## src/rtl/basic_gates.sv

```systemverilog
// Registered bank of the eight basic logic functions applied bitwise to a and b.
// Results load together on an in_valid edge and are held otherwise; out_valid flags a fresh capture.
module basic_gates #(
  parameter int WIDTH = 1
) (
  input  logic             clk,
  input  logic             rst,
  input  logic             in_valid,
  input  logic [WIDTH-1:0] a,
  input  logic [WIDTH-1:0] b,
  output logic             out_valid,
  output logic [WIDTH-1:0] ya,
  output logic [WIDTH-1:0] yna,
  output logic [WIDTH-1:0] yo,
  output logic [WIDTH-1:0] yno,
  output logic [WIDTH-1:0] yx,
  output logic [WIDTH-1:0] yxn,
  output logic [WIDTH-1:0] ynota,
  output logic [WIDTH-1:0] ynotb
);

  logic [WIDTH-1:0] and_s;
  logic [WIDTH-1:0] or_s;
  logic [WIDTH-1:0] xor_s;

  logic             valid_r;
  logic [WIDTH-1:0] ya_r;
  logic [WIDTH-1:0] yna_r;
  logic [WIDTH-1:0] yo_r;
  logic [WIDTH-1:0] yno_r;
  logic [WIDTH-1:0] yx_r;
  logic [WIDTH-1:0] yxn_r;
  logic [WIDTH-1:0] ynota_r;
  logic [WIDTH-1:0] ynotb_r;

  // Shared base terms; the inverting results are derived from these at capture.
  always_comb begin
    and_s = a & b;
    or_s  = a | b;
    xor_s = a ^ b;
  end

  // Result registers: reset to all-zeros (inverting outputs included), load on in_valid, hold otherwise.
  always_ff @(posedge clk) begin
    if (rst) begin
      valid_r <= 1'b0;
      ya_r    <= {WIDTH{1'b0}};
      yna_r   <= {WIDTH{1'b0}};
      yo_r    <= {WIDTH{1'b0}};
      yno_r   <= {WIDTH{1'b0}};
      yx_r    <= {WIDTH{1'b0}};
      yxn_r   <= {WIDTH{1'b0}};
      ynota_r <= {WIDTH{1'b0}};
      ynotb_r <= {WIDTH{1'b0}};
    end else if (in_valid) begin
      valid_r <= 1'b1;
      ya_r    <= and_s;
      yna_r   <= ~and_s;
      yo_r    <= or_s;
      yno_r   <= ~or_s;
      yx_r    <= xor_s;
      yxn_r   <= ~xor_s;
      ynota_r <= ~a;
      ynotb_r <= ~b;
    end else begin
      valid_r <= 1'b0;
    end
  end

  assign out_valid = valid_r;
  assign ya        = ya_r;
  assign yna       = yna_r;
  assign yo        = yo_r;
  assign yno       = yno_r;
  assign yx        = yx_r;
  assign yxn       = yxn_r;
  assign ynota     = ynota_r;
  assign ynotb     = ynotb_r;

endmodule

```

## config.mk

```make
export PLATFORM = sky130hd
export DESIGN_NAME = basic_gates
export DESIGN_NICKNAME = d
export VERILOG_FILES = /design/src/rtl/basic_gates.sv
export SDC_FILE = /design/constraint.sdc
export NUM_CORES = 1
export LEC_CHECK = 0
export ABC_AREA = 1
export CAP_MARGIN = 25
export CORE_AREA = 2 2 39 41
export DETAILED_ROUTE_END_ITERATION = 12
export DIE_AREA = 0 0 41 43
export GPL_TIMING_DRIVEN = 0
export PLACE_DENSITY = 0.63
export REMOVE_ABC_BUFFERS = 1
export SLEW_MARGIN = 10
export SYNTH_ARGS = -nofsm -noshare
export SYNTH_HDL_FRONTEND = slang
export SYNTH_SLANG_ARGS = --single-unit
```

## constraint.sdc

```tcl
create_clock -name clk -period 1 [get_ports clk]
set_input_delay 0.2 -clock clk [delete_from_list [all_inputs] [get_ports clk]]
set_output_delay 0.2 -clock clk [all_outputs]
set_load 0.02 [all_outputs]
```

======== Word level (Yosys, flattened, before mapping) ========
Cells that the tools add are included.
cells by class
  div/mod/pow operators ................... 0
  mux-type cells .......................... 1
  eq/ne operators ......................... 0
  bitwise logic cells ..................... 8
  $add $sub $neg .......................... 0
  $mul .................................... 0
  order comparisons ....................... 0
  shifts and indexed selects .............. 0
  reduce and logical (&&, ||, !) cells .... 0
operator list
  operator           number
  NOT 1 bit          5
  AND 1 bit          1
  two-way mux 1 bit  1
  bitwise OR 1 bit   1
  XOR 1 bit          1
word-level totals
  register bits ........................... 9
  output and inout bits ................... 9
  latch bits .............................. 0
  ROM bits ................................ 0
  memories kept ........................... 0
  RAM bits ................................ 0
  input port bits ......................... 5
  word-level logic and storage cells ...... 18

======== Logic depth before layout (Yosys ltp) ========
Gate-level depths: netlist of run 1.
  depth in word-level cells ............... 2
  mapped depth ............................ 6

======== Worst setup path after synthesis of run 1 ========
No wires, ideal clock.
  kind .................................... input port to flip-flop
  start point ............................. input port a
  end point ............................... register yx_r, in the netlist yx
  required time ........................... 887 ps
  path buffers ............................ 0
  arrival time ............................ 692 ps
  stages on the path ...................... 6
  path slack .............................. 195 ps
  cells stage by stage .................... inv_1 > ha_1 > inv_1 > nand2_1 > nand2_1 > nor2_1
between the ends
  cells in the longest elaborated chain, start to end .. 1
RTL lines
  what                  line  RTL
  from (decl)           9     input logic [WIDTH-1:0] a,
  XOR 1 bit             40    xor_s = a ^ b;
  named net xor_s       24    logic [WIDTH-1:0] xor_s;
  to (signal assigned)  51    yx_r <= {WIDTH{1'b0}};
  to (signal assigned)  61    yx_r <= xor_s;
  to (decl)             31    logic [WIDTH-1:0] yx_r;
The timed path passes the listed nets, and every way through them passes these cells.
A chain may end at the register's enable or synchronous reset.

======== Worst setup path in the final report of run 1 ========
  start point ............................. register yxn_r, in the netlist yxn
  end point ............................... output port yxn
RTL lines
  what                    line  RTL
  from (decl)             32    logic [WIDTH-1:0] yxn_r;
  from (signal assigned)  52    yxn_r <= {WIDTH{1'b0}};
  from (signal assigned)  62    yxn_r <= ~xor_s;
  to (decl)               17    output logic [WIDTH-1:0] yxn,
No word-level cell between the ends.

==> flow_summary.toml, run 1 <==
[layout]
multiInputGateArea_um2 = 161
nets = 72
drive_gt1_share_pct = 22.6
mostFrequentLayoutCells = "11 x nor2_1, 11 x nand2_1, 9 x dfxtp_1, 9 x buf_2"
fin_area_um2 = 488
fin_cells = 78
fillers = 156
antenna_cells = 0
areaGrowthSynthToFinish_pct = 32.7
regArea_um2 = 180

[setup_path]
crit_required_ps = 800
path_cells = "buf_2"
cp.arrival_ps = 780
worst_setup_path_end_kind = "primary output"
critPathTopFamily = "flip-flops"
cpPeakStageDelay_ps = 340
critPathKind = "reg -> out"
path_buf_inv = 1
reg2reg_depth = 2
crit_fanout = 2
startpoint_type = "register"
crit_cells = 1
cpMaxStageDelayCell = "dfxtp_1"

[die]
die_x_um = 41
io_pins = 14
start_util_pct = 26.6
num_rows = 14
core_um2 = 1380
die_h_um = 43
die_area_um2 = 1760

[yosys]
syn_avg_cell_area_um2 = 8.00
ys_types = 8
syn_inst = 46
synth.cell_area_um2 = 368
yosys_warnings = 0
synth-seq-cells = 9
seq_area_frac_synth_pct = 49.0

[global_route]
grt_use_met3_pct = 1.57
met2_usage_pct = 10.9
grt_busiest_layer = "met2"
grt_overflow_total = 0
track_usage_pct = 8.56
grt_pass1_vias = 263
grtUsageMet1_pct = 10.4
grt_first_pass_wirelength_um = 966
grt_start_max_net_pins = 12
antenna_found_initial = 0

[clock_tree]
clockBufferDepth = 2
cts_setup_buffers = 0
clock_sinks = 9
cts_hold_buf = 0
cts_buffers = 3
clk_latency_ps = 260
clkTransAtPathRegs_ps = 60
root_buffer = "clkbuf_4"
cts_tree = "done"
htree_levels = 1

[detailed_routing]
routedWlPerCell_um = 8.59
drc_errors = 0
vias = 329
drt_iter0_drc = 2
routed_wl_um = 670
avgViaCountPerCell = 4.22
postRouteAntennaNets = 0
firstDrtPassIters = 4

[power]
cellPowerDensity_nw_per_um2 = 1630
power_uw = 797
p_leak_nw = 0.261
vdd_drop_max_uv = 565

[place]
postPlaceCellArea_um2 = 507
gp_congestion = 0.747
place_inst = 74
hpwl_um = 483
io_buffers = 13

[status]
status = "completed"

[timing]
relSlewSlack_pct = 77.5
setup-violations-final = 0
slew_viol_final = 0
fmax_mhz = 1020
rsz0062_at_grt = "no"
fin_skew_ps = 0
tightest_slew_ps = 338
layout_min_cycle_time_ps = 976
finalHoldViolCount = 0
finalCritPeriodShare_pct = 97.6

[run]
maxCapViolCount = 0

[worst_hold_path]
worst_hold_path.num_cells = 4
hold_path_class = "in -> reg"
==> cell type report <==
class | count | area share (%)
clock buffers | 4 | 5.38
inverters | 5 | 3.85
multi-input cells | 31 | 33.1
flip-flops and latches | 9 | 36.9
well taps | 16 | 4.10
repair buffers | 13 | 16.7
==> stage by stage <==
step,hold slack [ps],setup slack (ps),TNS (ps),util (%)
2_1_floorplan,269,195,0,-
3_3_place_gp,452,-407,-3740,36.6
3_5_place_dp,456,-437,-3810,36.6
4_1_cts,403,19.2,0,35.3
5_1_grt,441,0.781,0,35.3
6_report,403,23.9,0,35.3
==> layer usage <==
| metal | share of wire, % | wire length [µm] |
|---|---|---|
| met3 | 6.7 | 45 |
| met5 | 0 | 0 |
| met1 | 46 | 310 |
| met4 | 3.3 | 22 |
| met2 | 44 | 292 |
==> sequential cells by signal, indices dropped and copies added (netlist names) <==
signal,count
yx,1
yna,1
yxn,1
ynotb,1
ynota,1
yno,1
ya,1
out_valid,1
yo,1
==> path summary, 6_finish.rpt <==
path | from | to | slack [ps]
worst max-delay path | yxn | yxn | 20
worst min-delay path | a | ynota | 400
worst max register to register | yxn | yxn | 350
worst min register to register | ynotb | ynotb | 460
==> report_power, final <==
part | internal [mW] | total, mW | switching, mW
combinational | 0.0450 | 0.124 | 0.0787
sequential | 0.382 | 0.393 | 0.0102
clock | 0.154 | 0.281 | 0.127
==> cells in the mapped netlist <==
library cell | n | area, µm²
buf_6 | 1 | 11.3
nand2_1 | 11 | 41.3
ha_1 | 4 | 50.1
a21oi_1 | 3 | 15.0
dfxtp_1 | 9 | 180
nor2_1 | 11 | 41.3
o21ai_0 | 2 | 10.0
inv_1 | 5 | 18.8
==> repair_timing <==
item                                   4_1_cts  5_1_grt
gates resized for setup                     41        0
setup endpoints to repair                   15        0
endpoints found under the hold margin        0        0
==> logic make-up (layout without fill, tap and decap cells) <==
logic type,count (synthesis),count (layout),synth area share (%)
AOI/OAI and AO/OA,5,5,6.80
and+or+nand+nor,22,22,22.4
buffers and inverters,6,22,8.16
DFF,9,9,49.0
adders and majority gates,4,4,13.6
No activity file was read; power rests on OpenSTA's default activity.
==> run 2, diff against run 1 <==
Settings changed: PLACE_DENSITY 0.63 to 0.65.
Clock period 1 ns to 0.8 ns, I/O delays scaled along.
==> run 2 against run 1 <==
Against the previous run:
- the run now ends with negative setup slack left
- highest routed layer unchanged
- clock power grew 22%
- die area unchanged
- critical path depth unchanged
- worst setup slack worse by 89 ps
- design area rose by 16%
- global-route usage increased by 0.19 points
==> flow_summary.toml, run 2 (same netlist as run 1, synthesis figures left out) <==
[status]
status = "finished with violations"
violations = "negative setup slack"

[timing]
finalCritPeriodShare_pct = 108
setup-violations-final = 9
tightest_slew_ps = 191
slew_viol_final = 0
fmax_mhz = 1160
setup_slack_ps = -64.7
relSlewSlack_pct = 87.3
fin_skew_ps = 0
rsz0062_at_grt = "yes"
finalHoldViolCount = 0
layout_min_cycle_time_ps = 865

[layout]
areaGrowthSynthToFinish_pct = 53.7
drive_gt1_share_pct = 44.4
mostFrequentLayoutCells = "11 x nor2_1, 11 x nand2_1, 9 x dfxtp_2, 9 x buf_6"
antenna_cells = 0
nets = 73
fin_area_um2 = 566

[setup_path]
worst_setup_path_end_kind = "primary output"
cpMaxStageDelayCell = "dfxtp_2"
critPathKind = "reg -> out"
crit_required_ps = 640
startpoint_type = "register"
path_cells = "buf_6"
cp.arrival_ps = 700
critPathTopFamily = "flip-flops"
crit_fanout = 2
path_buf_inv = 1
cpPeakStageDelay_ps = 340

[power]
p_comb_share_pct = 18.5
power_mw = 1.04
cellPowerDensity_nw_per_um2 = 1840
pwr-share-seq_pct = 48.4
p_leak_nw = 0.278
p_sw_uw = 269
power_frac_clock_pct = 33.0
swShare_pct = 25.9
vdd_drop_max_uv = 1130
p_int_uw = 769

[detailed_routing]
postRouteAntennaNets = 0
drc_errors = 0
vias = 322
routed_wl_um = 626
firstDrtPassIters = 2
routedWlPerCell_um = 7.92
drt_iter0_drc = 1
avgViaCountPerCell = 4.08

[global_route]
track_usage_pct = 8.75
antenna_found_initial = 0
grt_overflow_total = 0
grt_first_pass_wirelength_um = 1040
grt_pass1_vias = 292
grt_start_max_net_pins = 12

[clock_tree]
cts_tree = "done"
htree_levels = 1
clkTransAtPathRegs_ps = 60
root_buffer = "clkbuf_4"
cts_hold_buf = 0
clockBufferDepth = 2
cts_buffers = 3
clock_sinks = 9
clk_latency_ps = 260

[die]
die_h_um = 43
io_pins = 14
die_x_um = 41
num_rows = 14
die_area_um2 = 1760
start_util_pct = 26.6
core_um2 = 1380

[place]
postPlaceCellArea_um2 = 507
gp_congestion = 0.787
io_buffers = 13
hpwl_um = 479

[run]
maxCapViolCount = 0

[worst_hold_path]
hold_path_class = "in -> reg"
[run 2: cell count changes in the layout (fill, tap and decap cells not counted), sizes merged]
cell	before	now
buf	9	10
clkbuf	4	6
clkdlybuf4s15	0	1
clkdlybuf4s50	1	0
dlygate4sd2	3	1
[run 2: worst paths after layout]
check             start  endpoint  slack (ps)  cells after the start
setup / recovery    yxn       yxn         -60                      1
hold / removal        b     ynotb         220                      4
setup reg to reg     yx        yx         130                      3
hold reg to reg   ynotb     ynotb         470                      2
[run 2: timing repair]
action / in CTS / in global routing
setup endpoints to repair: 18 / 15
resized for setup: 72 / 4
buffers inserted: 0 / 1
pin swaps: 1 / 1
[run 2: layout make-up]
cell class	instances	area, µm²
Multi-Input combinational cell	31	170
Inverter	5	18.8
Sequential cell	9	191
Fill cell	148	818
Tap cell	16	20.0
Timing Repair Buffer	14	139
Clock buffer	4	26.3
[run 2: power groups by stage]
stage / Clock, mW / Combinational (mW) / Sequential, mW
final: 0.343 / 0.193 / 0.503
after global routing: 0.369 / 0.216 / 0.506
after CTS: 0.357 / 0.187 / 0.503
after detailed placement: 0 / 0.185 / 0.501
after global placement: 0 / 0.183 / 0.501
after floorplan: 0 / 0.0511 / 0.538
[run 2: stage by stage]
step | util [%] | hold WS, ps | std cells | setup slack (ps) | setup TNS [ps]
global placement | 36.6 | 453 | 74 | -567 | -6540
global route | 40.9 | 254 | 79 | -86.7 | -710
finish | 40.9 | 220 | 79 | -64.7 | -522
CTS | 40.1 | 276 | 78 | -73.8 | -609
floorplan | - | 229 | 45 | 35.1 | 0
detailed placement | 36.6 | 457 | 74 | -573 | -6660
[run 2: metal layers]
metal	global-route usage, %	wire length [µm]	vias to the layer above
met5	0	0	-
met4	6.00	18	0
met3	3.14	47	2
met2	12.5	274	10
met1	10.4	286	137
li1	-	-	173
